### config.mk
export PLATFORM = sky130hd
export DESIGN_NAME = trailedge_event_fifo_flat
export DESIGN_NICKNAME = d
export VERILOG_FILES = /design/src/rtl/trailedge_event_fifo_if.sv /design/src/rtl/trailedge_event_fifo.sv /design/src/flat_wrapper.sv
export SDC_FILE = /design/constraint.sdc
export NUM_CORES = 1
export LEC_CHECK = 0
export BUFFER_PORTS_ARGS = -buffer_cell sky130_fd_sc_hd__buf_2
export CORE_UTILIZATION = 31
export CTS_CLUSTER_DIAMETER = 200
export DETAILED_ROUTE_END_ITERATION = 10
export GPL_TIMING_DRIVEN = 1
export MAX_ROUTING_LAYER = met4
export PLACE_DENSITY = 0.52
export SLEW_MARGIN = 5
export SYNTH_ARGS = -nofsm -noshare
export SYNTH_HDL_FRONTEND = slang
export SYNTH_SLANG_ARGS = --single-unit
### constraint.sdc
create_clock -name clk -period 3 [get_ports clk]
set_clock_uncertainty 0.05 [all_clocks]
set_input_delay 0.15 -clock clk [delete_from_list [all_inputs] [get_ports clk]]
set_output_delay 0.15 -clock clk [all_outputs]
set_load 0.02 [all_outputs]
### src/rtl/trailedge_event_fifo_if.sv
// Consumer-side handshake bundle for trailedge_event_fifo: head entry, valid and ready.
// Evt_Ts exists only when TRAILEDGE_EVENT_TS_EN is defined.
interface trailedge_event_fifo_if #(
  parameter int Width = 1
`ifdef TRAILEDGE_EVENT_TS_EN
  , parameter int TsWidth = 16
`endif
);
  logic [Width-1:0]   Evt_Data;
`ifdef TRAILEDGE_EVENT_TS_EN
  logic [TsWidth-1:0] Evt_Ts;
`endif
  logic               Evt_Valid;
  logic               Evt_Ready;

  modport master (
    output Evt_Data,
`ifdef TRAILEDGE_EVENT_TS_EN
    output Evt_Ts,
`endif
    output Evt_Valid,
    input  Evt_Ready
  );

  modport slave (
    input  Evt_Data,
`ifdef TRAILEDGE_EVENT_TS_EN
    input  Evt_Ts,
`endif
    input  Evt_Valid,
    output Evt_Ready
  );
endinterface

### src/rtl/trailedge_event_fifo.sv
// Captures every non-zero retimer pulse vector into a first-word-fall-through FIFO with drop accounting.
// Optional capture timestamps per entry when TRAILEDGE_EVENT_TS_EN is defined.
module trailedge_event_fifo #(
  parameter int Width = 1,
  parameter int Depth = 8
`ifdef TRAILEDGE_EVENT_TS_EN
  , parameter int TsWidth = 16
`endif
) (
  input  logic                   clk,
  input  logic                   sres,
  input  logic [Width-1:0]       Sync_Pulse_In,
  trailedge_event_fifo_if.master evt,
  output logic [$clog2(Depth):0] Fifo_Count,
  output logic                   Overflow,
  output logic [7:0]             Dropped_Count,
  input  logic                   Overflow_Clr
);

  localparam int AW = $clog2(Depth);
  localparam logic [AW:0] CntFull = (AW+1)'(Depth);

  logic [AW-1:0]    r_wptr;
  logic [AW-1:0]    r_rptr;
  logic [AW:0]      r_count;
  logic             r_overflow;
  logic [7:0]       r_dropped;
  logic [Width-1:0] r_mem_data [Depth];

  logic w_empty;
  logic w_full;
  logic w_capture;
  logic w_pop;
  logic w_push;
  logic w_drop;

  function automatic logic [7:0] sat_inc8(input logic [7:0] v);
    return (v == 8'hFF) ? v : v + 8'd1;
  endfunction

  assign w_empty   = (r_count == '0);
  assign w_full    = (r_count == CntFull);
  assign w_capture = |Sync_Pulse_In;
  assign w_pop     = !w_empty && evt.Evt_Ready;
  // A full FIFO still accepts a capture when the head leaves in the same cycle.
  assign w_push    = w_capture && (!w_full || w_pop);
  assign w_drop    = w_capture && w_full && !w_pop;

  always_ff @(posedge clk) begin
    if (sres) begin
      r_wptr     <= '0;
      r_rptr     <= '0;
      r_count    <= '0;
      r_overflow <= 1'b0;
      r_dropped  <= '0;
    end else begin
      if (w_push) r_wptr <= r_wptr + 1'b1;
      if (w_pop)  r_rptr <= r_rptr + 1'b1;
      case ({w_push, w_pop})
        2'b10:   r_count <= r_count + 1'b1;
        2'b01:   r_count <= r_count - 1'b1;
        default: r_count <= r_count;
      endcase
      // A drop in the clear cycle restarts the tally at one instead of clearing it.
      if (w_drop) begin
        r_overflow <= 1'b1;
        r_dropped  <= Overflow_Clr ? 8'd1 : sat_inc8(r_dropped);
      end else if (Overflow_Clr) begin
        r_overflow <= 1'b0;
        r_dropped  <= '0;
      end
    end
  end

  always_ff @(posedge clk) begin
    if (!sres && w_push) r_mem_data[r_wptr] <= Sync_Pulse_In;
  end

  assign evt.Evt_Valid = !w_empty;
  assign evt.Evt_Data  = w_empty ? '0 : r_mem_data[r_rptr];

`ifdef TRAILEDGE_EVENT_TS_EN
  logic [TsWidth-1:0] r_ts;
  logic [TsWidth-1:0] r_mem_ts [Depth];

  always_ff @(posedge clk) begin
    if (sres) r_ts <= '0;
    else      r_ts <= r_ts + 1'b1;
  end

  // Entries record the counter value of the capture cycle, before it advances.
  always_ff @(posedge clk) begin
    if (!sres && w_push) r_mem_ts[r_wptr] <= r_ts;
  end

  assign evt.Evt_Ts = w_empty ? '0 : r_mem_ts[r_rptr];
`endif

  assign Fifo_Count    = r_count;
  assign Overflow      = r_overflow;
  assign Dropped_Count = r_dropped;

endmodule
### src/flat_wrapper.sv
// flat-port wrapper written by rule: the top's interface ports become plain ports
module trailedge_event_fifo_flat 
#(
  parameter int Width = 1,
  parameter int Depth = 8

)
  (clk, sres, Sync_Pulse_In, Fifo_Count, Overflow, Dropped_Count, Overflow_Clr, evt_Evt_Data, evt_Evt_Valid, evt_Evt_Ready);
  trailedge_event_fifo_if #(.Width(Width)) evt_i ();
  input  logic clk;
  input  logic sres;
  input  logic [Width-1:0] Sync_Pulse_In;
  output logic [$clog2(Depth):0] Fifo_Count;
  output logic Overflow;
  output logic [7:0] Dropped_Count;
  input  logic Overflow_Clr;
  output wire logic [$bits(evt_i.Evt_Data)-1:0] evt_Evt_Data;
  output wire logic [$bits(evt_i.Evt_Valid)-1:0] evt_Evt_Valid;
  input wire logic [$bits(evt_i.Evt_Ready)-1:0] evt_Evt_Ready;
  assign evt_Evt_Data = evt_i.Evt_Data;
  assign evt_Evt_Valid = evt_i.Evt_Valid;
  assign evt_i.Evt_Ready = evt_Evt_Ready;
  trailedge_event_fifo #(.Width(Width), .Depth(Depth)) u_core (.clk(clk), .sres(sres), .Sync_Pulse_In(Sync_Pulse_In), .evt(evt_i), .Fifo_Count(Fifo_Count), .Overflow(Overflow), .Dropped_Count(Dropped_Count), .Overflow_Clr(Overflow_Clr));
endmodule
# Word level (Yosys, flattened, before mapping)
# Memories as Yosys holds them, arrays and structs flattened. A register that Yosys moved wholly into a read port is not among the register bits.
# Index checks and enable logic that the tools add are counted.
# classes
add_sub_neg,5
n_eq_ne,5
muxes,12
reduce_logical,14
# op_table
operator,n
2-to-1 mux 8 bit,4
"adder 8 x 1 -> 8 bit, second input constant",1
"equality test 8 bit, second input constant",1
one-hot mux 4 bit (2 select lines),1
"adder 3 x 1 -> 3 bit, second input constant",2
2-to-1 mux 3 bit,2
logical AND 1 bit,5
2-to-1 mux 1 bit,5
"adder 4 x 1 -> 4 bit, second input constant",1
"equality test 4 bit, second input constant",1
logical NOT 1 bit,4
logical NOT 4 bit,1
nonzero test 2 bit,2
"subtractor 4 x 1 -> 4 bit, second input constant",1
"equality test 2 x 1 -> 1 bit, second input constant",1
"equality test 2 bit, second input constant",1
"!= test 2 bit, second input constant",1
AND reduction 2 bit,1
logical OR 1 bit,1
# word_totals
ff_bits,19
ram_bits,8
output_inout_bits,15
elab_cells,42
n_memories,1
# memory_table
name,depth,width,rd,rd_ports_with_merged_regs,write_ports,line,source
u_core.r_mem_data,8,1,1,1,1,trailedge_event_fifo.sv:28,logic [Width-1:0] r_mem_data [Depth];

# Logic depth before layout (Yosys ltp)
# Gate-level depths: netlist of run 1.
# logic_depth
word_depth,8
depth_mapped,12

# Worst setup path after synthesis of run 1
# Ideal clock, no wire load.
# synth_path
kind,flip-flop to flip-flop
startpoint,register u_core.r_count[1] (netlist: u_core.Fifo_Count[1])
endpoint,register u_core.r_count[2] (netlist: u_core.Fifo_Count[2])
setup_ns,0.071
t_arrival_ns,2.473
required_ns,2.879
slack_ns,0.406
path_stages_with_launch,13
n_path_buf,2
synth_period_minus_slack_ns,2.594
cell_sequence,dfxtp_1 > buf_6 > or3_1 > buf_6 > o21ai_2 > inv_1 > ha_1 > xor2_1 > ha_1 > a21oi_1 > xor2_1 > or3_1 > a21oi_1
# synth_via
elab_chain_len,7
# synth_lines
item,line,source
"start, declared",trailedge_event_fifo.sv:25,logic [AW:0] r_count;
"start signal, assigned",trailedge_event_fifo.sv:60,2'b10: r_count <= r_count + 1'b1;
"start signal, assigned",trailedge_event_fifo.sv:61,2'b01: r_count <= r_count - 1'b1;
"start signal, assigned",trailedge_event_fifo.sv:62,default: r_count <= r_count;
logical NOT 4 bit *,trailedge_event_fifo.sv:41,assign w_empty = (r_count == '0);
logical NOT 1 bit *,trailedge_event_fifo.sv:44,assign w_pop = !w_empty && evt.Evt_Ready;
logical AND 1 bit *,trailedge_event_fifo.sv:44,
via u_core.w_pop,trailedge_event_fifo.sv:33,logic w_pop;
logical OR 1 bit,trailedge_event_fifo.sv:46,assign w_push = w_capture && (!w_full || w_pop);
logical AND 1 bit,trailedge_event_fifo.sv:46,
equality test 2 x 1 -> 1 bit / equality test 2 bit (equally long branches),trailedge_event_fifo.sv:59,"case ({w_push, w_pop})"
one-hot mux 4 bit (2 select lines) / nonzero test 2 bit (equally long branches),--,
# Mark *: on every way through the listed nets, which the timed path passes. The rest lies on a longest branch.
# A chain may end at the register's enable or synchronous reset.

# Worst setup path in the final report of run 1
# Ends and elaborated chain as after synthesis.

==> results.yml, run 1 <==
status:
  status: "completed"
cts:
  cts_resized: 0
  cts_tree: "done"
  path_clk_slew_ns: 0.06
  clk_latency_ns: 0.28
  cts_buffer_depth: 2
  postCtsSetupBuffers: 0
  cts-htree-levels: 2
  cts_buffers: 5
  postCtsHoldBufs: 0
  root_buffer: "clkbuf_8"
  clock_sinks: 30
global_route:
  grt_pass1_vias: 1028
  grt_use_total: 0.1235
  antenna_found_initial: 0
  grt_pass1_wl_mm: 4.581
  grt_max_degree: 22
  grt_overflow: 0
worst_setup_path:
  r2r-end: "u_core.Fifo_Count[2]"
  regToRegSetupSlack_ns: 0.27
  cp_max_fo: 9
  cp.arrival_ns: 2.89
  max_stage_delay_ns: 0.54
  end_kind: "flip-flop"
  r2r-start: "u_core.Fifo_Count[1]"
  r2r_cells: 10
  cp_num_buf_inv: 1
  worstPathCellList: "or3_1 -> o21ai_2 -> inv_1 -> ha_1 -> xor2_1 -> ha_1 -> a21oi_1 -> xor2_1 -> or3_1 -> a21oi_1"
  slowest_stage: "or3_1"
  cp-start-kind: "flip-flop"
  path_class: "flip-flop to flip-flop"
  cp_top_family: "simple AND/OR/NAND/NOR gates"
  worstPathRequired_ns: 3.16
placed_design:
  gp_congestion: 0.9052
  dp_hpwl_mm: 2.047
  port_buffers: 19
  pre_cts_slack_ns: 0.3048
synth:
  synthDominantCellAreaShare: 0.2973
  yosys_warnings: 0
  synth-seq-cells: 30
  synth_top_area_cell: "dfxtp_1"
  async_flop_share: 0
  synth.avg_cell_area_sq_um: 9.811
  synth-main-ff-cell: "dfxtp_1"
  synth_area_leaders: "dfxtp_1 30%, edfxtp_1 16%, nor2_1 6.1%, ha_1 5.1%, xor2_1 4.1%"
  syn_area_sq_um: 1481
  syn-num-nets: 162
  synth_cells: 151
  ys_seq_area_frac: 0.4595
  yosys.cell_types.count: 42
  synth_edf_count: 8
drt:
  num_vias: 1154
  avgViaCountPerCell: 5.152
  ant_nets: 0
  drt-total-wl_mm: 2.840
  drcViolationCount: 0
  drtPass1Iterations: 6
  drt_iter0_markers: 65
  wire_per_inst_um: 12.68
sta:
  setup_viol: 0
  fin_ws_ns: 0.2668
  finalHoldViolCount: 0
  tightest_slew_ns: 0.3565
  grt_setup_unrepaired: "no"
  fmax_ghz: 0.3659
  relSlewSlack: 0.7590
  whs_ns: 0.1440
  finalCritPeriodShare: 0.9111
  finalCriticalPeriod_ns: 2.733
  finalMaxSlewViolations: 0
  setup-tns-final_ns: 0
hold_path:
  hold_start: "Overflow_Clr"
  hp-class: "input port to flip-flop"
  hold_path_depth: 3
  hold-path-endpoint: "u_core.Dropped_Count[0]"
final_layout:
  nets: 182
  syn2layout_area_growth_pct: 13.60
  final_cell_mix: "24 x nor2_1, 22 x dfxtp_1, 19 x buf_2"
  num_antenna_cells: 0
  layout-drive-gt1-share: 0.1802
  layout_commonest_cell: "nor2_1"
power_and_ir_drop:
  power_density_nw_per_um2: 727.8
  leakage_nw: 0.6668
  vdd_drop_max_mv: 0.3951
floorplanning:
  coreArea_sq_um: 4474
  die_y_um: 71.13
  die-area_sq_um: 5059
  start_util: 0.3311
  top_level_ports: 20
  row_count: 24
  die_width_um: 71.13
run:
  drv_cap: 0
per-layer routing:
layer	vias to the layer above	global-route usage	routed length, um
met1	540	0.1422	1391
met5	-	-	0
met2	18	0.1912	1275
met3	6	0.04843	116
li1	590	-	-
met4	0	0.05333	55
kinds of logic (layout without fill, tap and decap cells):
| group | Yosys count | in the layout | share of synthesized area |
|---|---|---|---|
| simple gates | 64 | 64 | 0.2205 |
| flops | 30 | 30 | 0.4595 |
| compound gates | 27 | 27 | 0.1267 |
| buf+inv | 10 | 31 | 0.03631 |
| xor+xnor | 7 | 7 | 0.04139 |
| mux | 7 | 7 | 0.06503 |
| fa+ha+maj | 6 | 6 | 0.05067 |
where the power goes:
| group | internal [mW] | switching [mW] |
|---|---|---|
| Combinational | 0.158 | 0.236 |
| Sequential | 0.460 | 0.0635 |
| Clock | 0.164 | 0.143 |
state kept, by name, indices dropped and copies added (netlist names), named ones only:
signal	flops
u_core.r_wptr	3
u_core.r_rptr	3
u_core.Dropped_Count	8
u_core.r_mem_data	8
u_core.Overflow	1
u_core.Fifo_Count	4
final cells by class:
type | count | area [sq um]
fill | 454 | 2791
clock buffer | 8 | 80.08
tap | 52 | 65.06
timing repair buffer | 19 | 95.09
sequential | 30 | 680.7
inverter | 4 | 15.01
multi-input combinational | 111 | 747.0
worst max path at each step:
stage                               from                    to  slack [ns]  depth (start not counted)
detailed placement  u_core.Fifo_Count[1]  u_core.Fifo_Count[2]        0.30                          9
finish              u_core.Fifo_Count[1]  u_core.Fifo_Count[2]        0.27                         10
floorplan           u_core.Fifo_Count[1]  u_core.Fifo_Count[2]        0.41                         12
global placement    u_core.Fifo_Count[1]  u_core.Fifo_Count[2]        0.44                         10
CTS                 u_core.Fifo_Count[1]  u_core.Fifo_Count[2]        0.28                          9
global route        u_core.Fifo_Count[1]  u_core.Fifo_Count[2]        0.12                         10
Yosys cell counts, types with 2 or more instances:
cell type	number
buf_6	2
a21oi_1	9
and3_1	2
nand3_1	4
a41o_1	2
inv_1	4
edfxtp_1	8
nor3_1	5
nand4_1	2
xor2_1	7
o31ai_1	2
o211ai_1	3
nand2b_1	4
mux2i_1	4
or3_1	2
mux4_2	2
o21ai_0	3
nor2_1	24
a31oi_1	3
nor4_1	2
dfxtp_1	22
ha_1	6
nand2_1	8
clkbuf_1	3
worst min-delay path: stages:
cell and delay (ns):
buf_2 0.11, a2111o_1 0.10, o31ai_1 0.06
metrics by stage:
| stage | instances | util | total power, mW | instance area, sq um |
|---|---|---|---|---|
| floorplan | 151 | - | 0.8593 | 1481 |
| global placement | 216 | 0.3582 | 0.9181 | 1603 |
| detailed placement | 216 | 0.3582 | 0.9296 | 1603 |
| CTS | 224 | 0.3761 | 1.240 | 1683 |
| global route | 224 | 0.3761 | 1.304 | 1683 |
| finish | 224 | 0.3761 | 1.225 | 1683 |
(Power assumes the default switching activity.)
==> run 2: changes to the inputs <==
--- a/config.mk
+++ b/config.mk
@@ -5,6 +5,7 @@
 export SDC_FILE = /design/constraint.sdc
 export NUM_CORES = 1
 export LEC_CHECK = 0
+export ABC_AREA = 1
 export BUFFER_PORTS_ARGS = -buffer_cell sky130_fd_sc_hd__buf_2
 export CORE_UTILIZATION = 31
 export CTS_CLUSTER_DIAMETER = 200
==> run 2 against run 1 <==
Maximum frequency is 36% higher. Power up 4.9%. Global-route usage grew 1.9 points. First-iteration DRC count shrank 6.2%. Via count up 11%. Highest routed layer unchanged. Area after synthesis is 0.76% higher. Synthesized cell count increased by 29%. Flip-flop and latch count unchanged. Register-to-register slack better by 0.72 ns. Worst hold slack gained 0.015 ns.
==> results.yml, run 2 <==
worst_setup_path:
  path_class: "flip-flop to flip-flop"
  cp.arrival_ns: 2.14
  worstPathRequired_ns: 3.12
  cp-start-kind: "flip-flop"
  end_kind: "flip-flop"
  cp_max_fo: 8
sta:
  finalCritPeriodShare: 0.6712
  whs_ns: 0.1586
  setup-tns-final_ns: 0
  finalMaxSlewViolations: 0
  tightest_slew_ns: 0.2451
  finalHoldViolCount: 0
  finalCriticalPeriod_ns: 2.013
  setup_viol: 0
  relSlewSlack: 0.8353
  fmax_ghz: 0.4967
  grt_setup_unrepaired: "no"
synth:
  synth_edf_count: 8
  synth_top_area_cell: "dfxtp_1"
  synthDominantCellAreaShare: 0.2951
  async_flop_share: 0
  synth_cells: 195
  syn-num-nets: 206
  ys_seq_area_frac: 0.4560
  syn_area_sq_um: 1493
  synth_most_common_cell: "nand2_1"
  synth.top_cells.by_count: "36 x nand2_1, 29 x nor2_1, 23 x inv_1"
  synth-main-ff-cell: "dfxtp_1"
  yosys_warnings: 0
  yosys.cell_types.count: 24
  synth-seq-cells: 30
  synth_area_leaders: "dfxtp_1 30%, edfxtp_1 16%, nand2_1 9.1%, nor2_1 7.3%, a21oi_1 6.4%"
  synth.avg_cell_area_sq_um: 7.655
hold_path:
  hp-class: "input port to flip-flop"
cts:
  cts-htree-levels: 2
  cts_buffers: 5
  clk_latency_ns: 0.28
  cts_resized: 0
  postCtsHoldBufs: 0
  path_clk_slew_ns: 0.06
  cts_buffer_depth: 2
  postCtsSetupBuffers: 0
  clock_sinks: 30
  cts_tree: "done"
  root_buffer: "clkbuf_8"
floorplanning:
  start_util: 0.3314
  coreArea_sq_um: 4504
  top_level_ports: 20
  die-area_sq_um: 5097
  row_count: 24
  die_width_um: 71.39
  die_y_um: 71.39
final_layout:
  syn2layout_area_growth_pct: 16.51
  fill_cells: 503
  num_antenna_cells: 0
  fin_area_sq_um: 1739
  layout_commonest_cell: "nand2_1"
  final_cell_mix: "36 x nand2_1, 29 x nor2_1, 23 x inv_1"
  layout-drive-gt1-share: 0.1584
  final_core_util: 0.3861
  nets: 231
drt:
  avgViaCountPerCell: 4.700
  num_vias: 1283
  ant_nets: 0
  drt_iter0_markers: 61
  wire_per_inst_um: 11.15
  drtPass1Iterations: 4
  drt-total-wl_mm: 3.043
  drcViolationCount: 0
global_route:
  busiest_layer: "met2"
  grt_pass1_vias: 1265
  grt_use_total: 0.1421
  grt_max_degree: 13
  use_met2: 0.2286
  use_met1: 0.1706
  grtUsageMet3: 0.03094
  grt_overflow: 0
  antenna_found_initial: 0
  grt_pass1_wl_mm: 5.499
run:
  drv_cap: 0
power_and_ir_drop:
  vdd_drop_max_mv: 0.2613
  power_density_nw_per_um2: 738.9
  fin_total_pwr_mw: 1.285
  leakage_nw: 0.7519
placed_design:
  gp_congestion: 0.7966
  dp_hpwl_mm: 2.262
  place_area_sq_um: 1649
  port_buffers: 19
status:
  status: "completed"
## run 2: worst max-delay path, cell delays in order (launching register included)
cell and delay (ns):
dfxtp_1 0.40, inv_1 0.10, nand3_1 0.14, nand2_1 0.09, inv_2 0.13, ha_1 0.23, nand2_1 0.07, inv_1 0.07
nor2_1 0.05, ha_1 0.17, a21oi_1 0.14, xnor2_1 0.08, o21ai_0 0.14, inv_1 0.05
## run 2: stage by stage
step                      setup WS (ns)  instances
final                            0.9865        273
after CTS                        0.9957        273
after global placement            1.075        265
after detailed placement          1.013        265
after global routing             0.7467        273
after floorplan                  0.8690        195
## run 2: logic make-up (layout without fill, tap and decap cells)
logic type,count (synthesis),in the layout,share of synthesized area
XOR/XNOR,3,3,0.01761
AND/OR/NAND/NOR,95,95,0.2883
flip-flops,30,30,0.4560
adder cells (fa/ha/maj),6,6,0.05029
buffers and inverters,26,52,0.06538
AO/OA/AOI/OAI,35,35,0.1224
## run 2: final timing paths
kind / startpoint / depth (start not counted) / slack [ns] / end
worst min-delay path: sres / 2 / 0.16 / u_core.Fifo_Count[0]
worst min register to register: u_core.Overflow / 2 / 0.41 / u_core.Overflow
worst max-delay path: u_core.Fifo_Count[2] / 13 / 0.99 / u_core.Fifo_Count[2]
worst max register to register: u_core.Fifo_Count[2] / 13 / 0.99 / u_core.Fifo_Count[2]
## run 2: power by group
| part | leakage, nW | internal, mW | switching (mW) |
|---|---|---|---|
| sequential | 0.252 | 0.470 | 0.0599 |
| clock | 0.0463 | 0.180 | 0.148 |
| combinational | 0.454 | 0.152 | 0.276 |
| total | 0.752 | 0.802 | 0.483 |
## run 2: cell type report
cell class                 instances  area (sq um)  share of cell area
clock buffer                       6         82.58             0.04748
clock inverter                     2         7.507            0.004317
inverter                          25         93.84             0.05396
multi-input combinational        139         714.4              0.4108
sequential                        30         680.7              0.3914
tap                               52         65.06             0.03741
timing repair buffer              19         95.09             0.05468
## run 2: routing by layer
metal,wire length [um],up-vias,share of wire
li1,-,691,-
met1,1515,565,0.50
met2,1374,20,0.45
met3,103,7,0.034
met4,49,0,0.016
met5,0,-,0
